==> src/rtl/serial_subtractor.sv <==
// Bit-serial subtractor: diff = a - b - bin, one bit per clock, LSB first,
// with valid/ready handshakes on operand capture and result delivery.
module serial_subtractor #(
    parameter int unsigned WIDTH = 8
) (
    input  logic             clk,
    input  logic             rst,
    input  logic             start_valid,
    output logic             start_ready,
    input  logic [WIDTH-1:0] a,
    input  logic [WIDTH-1:0] b,
    input  logic             bin,
    output logic [WIDTH-1:0] diff,
    output logic             bout,
    output logic             done_valid,
    input  logic             done_ready,
    output logic             busy
);

    localparam int unsigned CntW = $clog2(WIDTH + 1);

    typedef enum logic [1:0] {StIdle, StRun, StDone} state_e;

    state_e            state_q;
    logic [WIDTH-1:0]  a_sh_q, b_sh_q, diff_q;
    logic              borrow_q, bout_q;
    logic [CntW-1:0]   cnt_q;
    logic              start_ready_q, done_valid_q, busy_q;

    logic              bit_d, borrow_d, last_bit;
    logic [WIDTH-1:0]  diff_d;

    // Shift via >> so WIDTH=1 needs no special-cased part select.
    always_comb begin
        bit_d            = a_sh_q[0] ^ b_sh_q[0] ^ borrow_q;
        borrow_d         = (~a_sh_q[0] & b_sh_q[0]) | (~(a_sh_q[0] ^ b_sh_q[0]) & borrow_q);
        diff_d           = diff_q >> 1;
        diff_d[WIDTH-1]  = bit_d;
        last_bit         = (cnt_q == CntW'(WIDTH - 1));
    end

    always_ff @(posedge clk or posedge rst) begin
        if (rst) begin
            state_q       <= StIdle;
            a_sh_q        <= '0;
            b_sh_q        <= '0;
            diff_q        <= '0;
            borrow_q      <= 1'b0;
            bout_q        <= 1'b0;
            cnt_q         <= '0;
            start_ready_q <= 1'b1;
            done_valid_q  <= 1'b0;
            busy_q        <= 1'b0;
        end else begin
            unique case (state_q)
                StIdle: begin
                    if (start_valid) begin
                        a_sh_q        <= a;
                        b_sh_q        <= b;
                        borrow_q      <= bin;
                        cnt_q         <= '0;
                        diff_q        <= '0;
                        state_q       <= StRun;
                        start_ready_q <= 1'b0;
                        busy_q        <= 1'b1;
                    end
                end
                StRun: begin
                    borrow_q <= borrow_d;
                    diff_q   <= diff_d;
                    a_sh_q   <= a_sh_q >> 1;
                    b_sh_q   <= b_sh_q >> 1;
                    cnt_q    <= cnt_q + 1'b1;
                    if (last_bit) begin
                        state_q      <= StDone;
                        bout_q       <= borrow_d;
                        done_valid_q <= 1'b1;
                    end
                end
                StDone: begin
                    if (done_ready) begin
                        state_q       <= StIdle;
                        done_valid_q  <= 1'b0;
                        busy_q        <= 1'b0;
                        start_ready_q <= 1'b1;
                    end
                end
                default: state_q <= StIdle;
            endcase
        end
    end

    assign start_ready = start_ready_q;
    assign done_valid  = done_valid_q;
    assign busy        = busy_q;
    assign diff        = diff_q;
    assign bout        = bout_q;

endmodule

==> config.mk <==
export PLATFORM = sky130hd
export DESIGN_NAME = serial_subtractor
export DESIGN_NICKNAME = d
export VERILOG_FILES = /design/src/rtl/serial_subtractor.sv
export SDC_FILE = /design/constraint.sdc
export NUM_CORES = 1
export LEC_CHECK = 0
export CAP_MARGIN = 5
export CORE_MARGIN = 2
export CORE_UTILIZATION = 35
export DETAILED_ROUTE_END_ITERATION = 16
export PLACE_DENSITY = 0.62
export SETUP_SLACK_MARGIN = 0.4
export SYNTH_ARGS = -nofsm -noshare
export SYNTH_HDL_FRONTEND = slang
export SYNTH_SLANG_ARGS = --single-unit
==> constraint.sdc <==
create_clock -name clk -period 1.8 [get_ports clk]
set_clock_uncertainty 0.1 [all_clocks]
set_input_delay 0.54 -clock clk [delete_from_list [all_inputs] [get_ports clk]]
set_output_delay 0.54 -clock clk [all_outputs]
set_load 0.01 [all_outputs]
==> metrics, run 1 <==
xor and xnor fraction of the mapped netlist area=0%; crit share post-route=86.4%; die span in y=slightly above 70 µm; antenna violations before repair=0; total power=about 0.0033 W; mux share of post-synthesis cell area=less than 1%; Setup CP Type=reg -> out; Leakage=roughly 1.0 nW; H-tree levels=2; first-pass GRT wire length=roughly 6000 µm; Sink Count=35; die area=5260 µm²; CP max stage delay=roughly 540 ps; CTS clk-pin slew, worst paths=about 70 ps; Max transition margin=77.9%; largest net degree at the start of global routing=24; complex-gate fraction of the synthesized area=roughly a quarter; CP Buf/Inv Count=1; RD Place Congestion=0.841; clock network power share=between 20 and 25%; clock root buffer=clkbuf_8; io pins=33; P_sw=0.00108 W; placed wire-length estimate=2550 µm; GRT met2 Usage=about a quarter; crit path cell chain=buf_6; RSZ-0062 raised after global routing=true; Syn Nets=between 150 and 200; ANT nets after route=0; fin. max-slew vios=0; Crit-path slowest cell=dfstp_2; ant diodes=0; internal power=0.00219 W; Post-Synth Simple-Gate Area=approximately 12%; GRT Residual Overflow=0; first drt pass iteration count=4; share of layout cells above drive strength 1=approximately a quarter; GR Util met3=under 10%; Critical Path Source=start_ready$_DFFE_PP1P_; Syn Inst Count=roughly 160; cts bufs inserted=5; commonest non-fill, non-tap cell in the layout=dfrtp_1; status=complete, no violations; Most Used Layer, Global Route=met2; min cycle time layout=~1600 ps; GRT Overall Usage=between 10 and 15%; synthesized flop and latch total=35; worst r2r src=cnt_q[0]$_DFFE_PP0P_; number of global-route vias before repair=~1400; Peak VDD IR=between 600 and 700 µV; Gate power share=between 30% and 40%; TNS Setup=0 ps; combinational family with the most area after synthesis=compound AO/OA/AOI/OAI gates; DR vias=between 1000 and 1500; Syn Area/Cell=10.1 µm²; Initial Util=a little under two fifths; Max FO, Critical Path=2; Starting DRT DRC Count=76; Cell variety after synth=29; Synth Warn #=0; Worst Hold Class=reg -> reg; Worst Hold Launch=a_sh_q[1]$_DFFE_PP0P_; met1 GRT Util=between 10% and 20%; fmax=between 600 and 700 MHz; worst-margin pin slew=roughly 330 ps; WL/cell=13.8 µm; Post-Synth Adder-Cell Area=between 1.5 and 2%; Seq/Total Area, Yosys=between 50% and 60%; worst skew pair latency=between 200 and 300 ps; endpoints failing setup=0; Seq pwr share=slightly below 40%; DR vias/cell=between 5 and 6; Row Count=24; Residual DRC=0; Final Util=between 50 and 60%; switching share of power=between 30% and 40%; crit path launch type=flop; Longest Clk Path Bufs=2; CTS tree=built; final hold violations=0; Final #Nets=between 200 and 250; synthesized area=roughly 1600 µm²; crit end category=output pin; Post-Route WL=roughly 3700 µm; commonest cells after routing, fill and taps aside=dfrtp_1, buf_4, o21ai_0, clkdlybuf4s50_1; Die W=a little over 70 µm; critical path required time=about 1200 ps; delay-heaviest family, CP=flip-flops; Cell Pwr Density=between 1000 and 1500 nW/µm²; CORE AREA=4440 µm²; Buffers on Ports=32; Layout area overhead=37.1%; crit path DAT=between 900 and 1000 ps; reported max-cap violation count=0; hold-fix buffer count after cts=0
[cells by family (layout without fill, tap and decap cells)]
group | count (synthesis) | after routing
flip-flops | 35 | 35
adder cells (fa/ha/maj) | 2 | 2
multiplexers | 1 | 1
AO/OA/AOI/OAI | 66 | 66
buffers and inverters | 20 | 76
AND/OR/NAND/NOR | 38 | 38
[Yosys cell counts]
cell type | n | area share [%]
clkbuf_1 | 4 | 0.91
a2bb2oi_1 | 3 | 1.6
nand3_1 | 1 | 0.30
dfrtp_1 | 34 | 52
o22a_1 | 1 | 0.53
a21boi_0 | 1 | 0.46
nor2_1 | 1 | 0.23
clkbuf_2 | 2 | 0.61
a22oi_1 | 8 | 3.7
a31oi_1 | 7 | 2.7
dfstp_2 | 1 | 1.6
buf_4 | 2 | 0.91
nand2_1 | 13 | 3.0
a22o_1 | 9 | 4.8
ha_1 | 1 | 0.76
buf_2 | 3 | 0.91
o21bai_1 | 1 | 0.46
nor2b_1 | 11 | 4.2
o31ai_1 | 1 | 0.46
nand2b_1 | 2 | 0.76
mux2i_1 | 1 | 0.61
a21oi_1 | 13 | 4.0
o21ai_0 | 22 | 6.7
inv_1 | 7 | 1.6
fa_1 | 1 | 1.2
buf_6 | 2 | 1.4
and2_1 | 8 | 3.0
nor3b_1 | 1 | 0.46
and3b_1 | 1 | 0.53
[cell type report]
type                    count  area (µm²)
fillers                   418        2190
repair buffers             61         499
flip-flops and latches     35         880
inverters                   7        30.0
multi-input cells         107         668
clock buffers               5        68.8
clock inverters             3        43.8
well taps                  52        65.1
[state kept, by name, indices dropped and copies added (netlist names)]
register / cells
a_sh_q: 8
b_sh_q: 8
diff: 8
cnt_q: 4
state_q: 2
borrow_q: 1
bout: 1
busy: 1
done_valid: 1
start_ready: 1
[power by group through the flow]
| stage | clock [W] | sequential (W) | combinational (W) |
|---|---|---|---|
| after detailed placement | 0 | 0.00133 | 0.00115 |
| after CTS | 0.000718 | 0.00128 | 0.00123 |
| after global routing | 0.000762 | 0.00131 | 0.00145 |
| final | 0.000704 | 0.00127 | 0.00130 |
| after floorplan | 0 | 0.00129 | 0.000751 |
| after global placement | 0 | 0.00131 | 0.00111 |
[layer usage]
metal  vias to the layer above  share of wire (%)
met5                         -                  0
met4                         0               0.62
met3                         3                4.6
met2                        34                 48
met1                       668                 47
li1                        684                  -
[worst paths after layout]
| path | endpoint | slack (ps) | cells after the start |
|---|---|---|---|
| worst max-delay path | start_ready | 240 | 1 |
| worst min-delay path | a_sh_q[1]$_DFFE_PP0P_ | 380 | 2 |
| worst max register to register | done_valid$_DFFE_PP0P_ | 470 | 4 |
| worst min register to register | a_sh_q[1]$_DFFE_PP0P_ | 380 | 2 |
| max in group asynchronous | state_q[1]$_DFFE_PP0P_ | 710 | 3 |
| min in group asynchronous | a_sh_q[1]$_DFFE_PP0P_ | 480 | 2 |
[stage by stage]
step / setup slack, ps / hold slack, ps / cell area [µm²] / instances
detailed placement: -64.9 / 368 / 2040 / 243
CTS: 239 / 384 / 2200 / 264
finish: 244 / 378 / 2250 / 270
global route: 211 / 410 / 2250 / 270
floorplan: 489 / 342 / 1650 / 162
global placement: -33.0 / 354 / 2040 / 243
[what timing repair did]
| action | 4_1_cts | 5_1_grt |
|---|---|---|
| setup buffers | 13 | 6 |
| resized for setup | 53 | 2 |
| setup endpoints to repair | 47 | 21 |
| pin swaps | 0 | 0 |
Power figures use the tool's default switching activity.
==> run 2: changes to the inputs <==
--- a/config.mk
+++ b/config.mk
@@ -6,10 +6,12 @@
 export NUM_CORES = 1
 export LEC_CHECK = 0
 export CAP_MARGIN = 5
-export CORE_MARGIN = 2
-export CORE_UTILIZATION = 35
+export CELL_PAD_IN_SITES_DETAIL_PLACEMENT = 0
+export CELL_PAD_IN_SITES_GLOBAL_PLACEMENT = 2
+export CORE_MARGIN = 8
+export CORE_UTILIZATION = 31
 export DETAILED_ROUTE_END_ITERATION = 16
-export PLACE_DENSITY = 0.62
+export PLACE_DENSITY = 0.81
 export SETUP_SLACK_MARGIN = 0.4
 export SYNTH_ARGS = -nofsm -noshare
 export SYNTH_HDL_FRONTEND = slang
==> run 2 against run 1 <==
Global-route usage decreased by 3.2 points. Total power increased by 5.6%. Register-to-register slack about the same. Hold slack got worse by 1.9 ps. Final area increased by 5.9%.
==> metrics, run 2 (same netlist as run 1, synthesis figures left out) <==
GRT Overall Usage=a little under an eighth; RSZ-0062 raised after global routing=true; crit path launch type=flop; Setup CP Type=reg -> out; ANT nets after route=0; wl on met1=between 1500 and 2000 µm; Longest Clk Path Bufs=2; crit share post-route=~90%; crit end category=output pin; H-tree levels=2; fin. max-slew vios=0; Layout area overhead=45.2%; RD Place Congestion=between 0.7 and 0.8; Sink Count=35; Row Count=26; ant diodes=0; met3 WL=165 µm; CTS clk-pin slew, worst paths=around 70 ps; crit path DAT=940 ps; hold-fix buffer count after cts=0; commonest cells after routing, fill and taps aside=buf_4, dfrtp_1, o21ai_0, clkdlybuf4s50_1; WL/cell=14.8 µm; DR top layer=met4; Buffers on Ports=32; Starting DRT DRC Count=between 70 and 80; worst skew pair latency=280 ps; fmax=about 630 MHz; placed wire-length estimate=just under 3000 µm; Leakage=between 1 and 1.5 nW; reported max-cap violation count=0; antenna violations before repair=0; status=complete, no violations; Max FO, Critical Path=3; Area after DPL=between 2000 and 2500 µm²; Design Area, Final=~2400 µm²; worst-margin pin slew=between 300 and 400 ps; die span in y=approximately 89 µm; final hold violations=0; first-pass GRT wire length=approximately 7000 µm; Place WS=-73.2 ps; CTS tree=built; first drt pass iteration count=4; DR vias=~1500; Cell Pwr Density=about 1400 nW/µm²; io pins=33; delay-heaviest family, CP=flip-flops; Worst Hold Class=reg -> reg; Max transition margin=between 70% and 80%; met2 WL post-DR=~2300 µm; critical path required time=around 1200 ps; share of layout cells above drive strength 1=between 20 and 30%; cts bufs inserted=5; CP max stage delay=around 560 ps; GRT Residual Overflow=0; Initial Util=roughly a third; die area=slightly below 8000 µm²; CP Buf/Inv Count=1; Peak VDD IR=about 470 µV; min cycle time layout=1580 ps; Post-Route WL=around 4400 µm; DR vias/cell=around 4.9; endpoints failing setup=0; CORE AREA=around 5100 µm²; number of global-route vias before repair=1478; crit path cell chain=buf_6; Crit-path slowest cell=dfstp_2; commonest non-fill, non-tap cell in the layout=buf_4; clock root buffer=clkbuf_8; Final #Nets=249; Residual DRC=0; largest net degree at the start of global routing=22; Die W=slightly below 90 µm; final worst setup slack=around 220 ps
[run 2: repair_timing]
action                                  4_1_cts  5_1_grt
gates resized for setup                      55       11
buffers inserted                             11       14
pin swaps                                     0        0
cloned                                        1        1
endpoints found under the setup margin       45       21
[run 2: final cells by class]
class	count	area (µm²)
Inverter	7	33.8
Timing Repair Buffer	69	604
Sequential cell	35	880
Clock buffer	8	100
Fill cell	514	2720
Multi-Input combinational cell	107	677
Tap cell	70	87.6
Timing Repair inverter	1	5.00
[run 2: per-layer routing]
| layer | vias to the layer above | global-route usage [%] |
|---|---|---|
| met1 | 710 | 14.2 |
| met4 | 0 | 5.07 |
| li1 | 703 | - |
| met2 | 32 | 19.5 |
| met3 | 5 | 2.04 |
| met5 | - | 0 |
[run 2: final timing paths]
path	startpoint	end	slack, ps	depth (start not counted)
worst max-delay path	start_ready$_DFFE_PP1P_	start_ready	220	1
worst min-delay path	a_sh_q[5]$_DFFE_PP0P_	a_sh_q[5]$_DFFE_PP0P_	380	2
worst max register to register	state_q[1]$_DFFE_PP0P_	cnt_q[3]$_DFFE_PP0P_	460	4
worst min register to register	a_sh_q[5]$_DFFE_PP0P_	a_sh_q[5]$_DFFE_PP0P_	380	2
max in group asynchronous	rst	state_q[0]$_DFFE_PP0P_	690	3
min in group asynchronous	rst	borrow_q$_DFFE_PP0P_	490	2
[run 2: through the flow]
stage	setup TNS [ps]	utilization (%)	total power [W]	hold slack (ps)	std cells
3_3_place_gp	-41.0	40.6	0.00244	352	262
4_1_cts	0	43.4	0.00320	377	282
6_report	0	46.7	0.00345	376	297
2_1_floorplan	0	-	0.00204	342	162
5_1_grt	0	46.7	0.00371	402	297
3_5_place_dp	-416	40.6	0.00252	362	262
[run 2: power breakdown]
group          total (W)  leakage [nW]  internal, W  switching (W)
Clock           0.000616        0.0515     0.000349       0.000267
Sequential       0.00128         0.444      0.00108       0.000202
Combinational    0.00155         0.582     0.000872       0.000682
Total            0.00345          1.08      0.00230        0.00115
==> run 3: changes to the inputs <==
--- a/config.mk
+++ b/config.mk
@@ -9,9 +9,10 @@
 export CELL_PAD_IN_SITES_DETAIL_PLACEMENT = 0
 export CELL_PAD_IN_SITES_GLOBAL_PLACEMENT = 2
 export CORE_MARGIN = 8
-export CORE_UTILIZATION = 31
+export CORE_UTILIZATION = 38
 export DETAILED_ROUTE_END_ITERATION = 16
-export PLACE_DENSITY = 0.81
+export DONT_BUFFER_PORTS = 1
+export PLACE_DENSITY = 0.83
 export SETUP_SLACK_MARGIN = 0.4
 export SYNTH_ARGS = -nofsm -noshare
 export SYNTH_HDL_FRONTEND = slang
==> run 3 against run 2 <==
Sequential power up 5%. Combinational power down 40%. Count of clock-buffer cells in the layout down 2. First-iteration DRC count down 29%. Via count down 18%. Routed wire length down 18%. Core utilization down 3.5 points. Die area down 15%. Largest cell class unchanged.
==> metrics, run 3 (same netlist as run 1, synthesis figures left out) <==
status=complete, no violations; RD Place Congestion=roughly 0.71; filler cell count=between 400 and 500; RSZ-0062 raised after global routing=true; crit end category=output pin; number of global-route vias before repair=roughly 1200; WL/cell=between 15 and 20 µm; ANT nets after route=0; endpoints failing setup=0; Starting DRT DRC Count=between 50 and 60; critical path required time=around 1200 ps; Cell Pwr Density=roughly 1600 nW/µm²; Max FO, Critical Path=3; Max transition margin=49.3%; first drt pass iteration count=4; Layout area overhead=12.3%; Longest Clk Path Bufs=2; commonest cells after routing, fill and taps aside=dfrtp_1, o21ai_0, nand2_1, a21oi_1, nor2b_1; reported max-cap violation count=0; Setup CP Type=reg -> out; reg2reg end=cnt_q[3]$_DFFE_PP0P_; min cycle time layout=1500 ps; Sink Count=35; share of layout cells above drive strength 1=between 10% and 20%; GRT Overall Usage=11.9%; CORE AREA=around 4300 µm²; fmax=668 MHz; Final #Nets=187; Post-Route WL=between 3000 and 4000 µm; placed wire-length estimate=between 2000 and 2500 µm; FF+latch area=881 µm²; ant diodes=0; DR vias/cell=roughly 5.4; clock root buffer=clkbuf_8; first-pass GRT wire length=around 6000 µm; worst r2r src=state_q[1]$_DFFE_PP0P_; Initial Util=approximately two fifths; die span in y=around 82 µm; Buffers on Ports=0; Row Count=24; commonest non-fill, non-tap cell in the layout=dfrtp_1; io pins=33; Residual DRC=0; worst hold margin=143 ps; worst skew pair latency=between 200 and 300 ps; cts bufs inserted=5; antenna violations before repair=0; CTS tree=built; final hold violations=0; crit share post-route=roughly 83%; Final Non-Filler Cells=roughly 220; Die W=81.8 µm; TNS Setup=0 ps; R2R depth=4; CTS clk-pin slew, worst paths=around 70 ps; crit path launch type=flop; worst-margin pin slew=758 ps; hold-fix buffer count after cts=0; GRT Residual Overflow=0; crit path DAT=860 ps; fin. max-slew vios=0; Peak VDD IR=592 µV; largest net degree at the start of global routing=36; die area=6690 µm²; Worst Hold Class=in -> async; Leakage=approximately 0.79 nW; Placed Cells incl. Taps=about 210; multi-input logic area=668 µm²; Reg2Reg Setup Slack=between 400 and 500 ps; DR vias=1182; H-tree levels=2
## run 3: cell types whose count changed in the layout (fill, tap and decap cells not counted), sizes merged
cell           before  now
clkbuf              8    6
clkdlybuf4s50      19    0
buf                49    7
bufinv              0    1
dlygate4sd2         1    0
clkinv              0    1
## run 3: layer usage
| layer | GRT usage, % | vias to the layer above | part of all wire, % |
|---|---|---|---|
| li1 | - | 573 | - |
| met1 | 14.1 | 575 | 43 |
| met2 | 18.2 | 27 | 48 |
| met3 | 5.58 | 7 | 8.0 |
| met4 | 4.91 | 0 | 1.5 |
| met5 | 0 | - | 0 |
## run 3: where the power goes
| part | internal [W] | switching, W | total [W] |
|---|---|---|---|
| logic | 0.000468 | 0.000463 | 0.000931 |
| registers | 0.00108 | 0.000272 | 0.00135 |
| clock network | 0.000448 | 0.000285 | 0.000733 |
## run 3: per-stage QoR
step	util (%)	area [µm²]	total power, W	setup slack, ps
6_report	43.3	1850	0.00302	303
5_1_grt	43.3	1850	0.00325	275
4_1_cts	42.6	1820	0.00303	287
3_5_place_dp	39.5	1690	0.00226	184
3_3_place_gp	39.5	1690	0.00222	248
2_1_floorplan	-	1650	0.00204	489
## run 3: how the worst max path moves through the flow
stage / start / endpoint / slack [ps] / cells past startpoint
detailed placement: start_valid / b_sh_q[4]$_DFFE_PP0P_ / 180 / 3
global placement: start_valid / b_sh_q[0]$_DFFE_PP0P_ / 250 / 3
CTS: start_ready$_DFFE_PP1P_ / start_ready / 290 / 0
global route: start_ready$_DFFE_PP1P_ / start_ready / 280 / 0
floorplan: start_valid / b_sh_q[0]$_DFFE_PP0P_ / 490 / 4
finish: start_ready$_DFFE_PP1P_ / start_ready / 300 / 0
## run 3: final cells by class
class	instances	area share [%]
clock buffers	6	4.47
clock inverters	2	1.90
inverters	7	1.83
multi-input cells	107	36.2
flip-flops and latches	35	47.7
well taps	52	3.53
repair buffers	7	3.93
repair inverters	1	0.407
## run 3: what timing repair did
item                                   4_1_cts  5_1_grt
endpoints found under the hold margin        0        0
gates resized for setup                      4        5
setup endpoints to repair                   21       20
pin swaps                                    0        0
setup buffers                                0        2
gates cloned                                 1        0
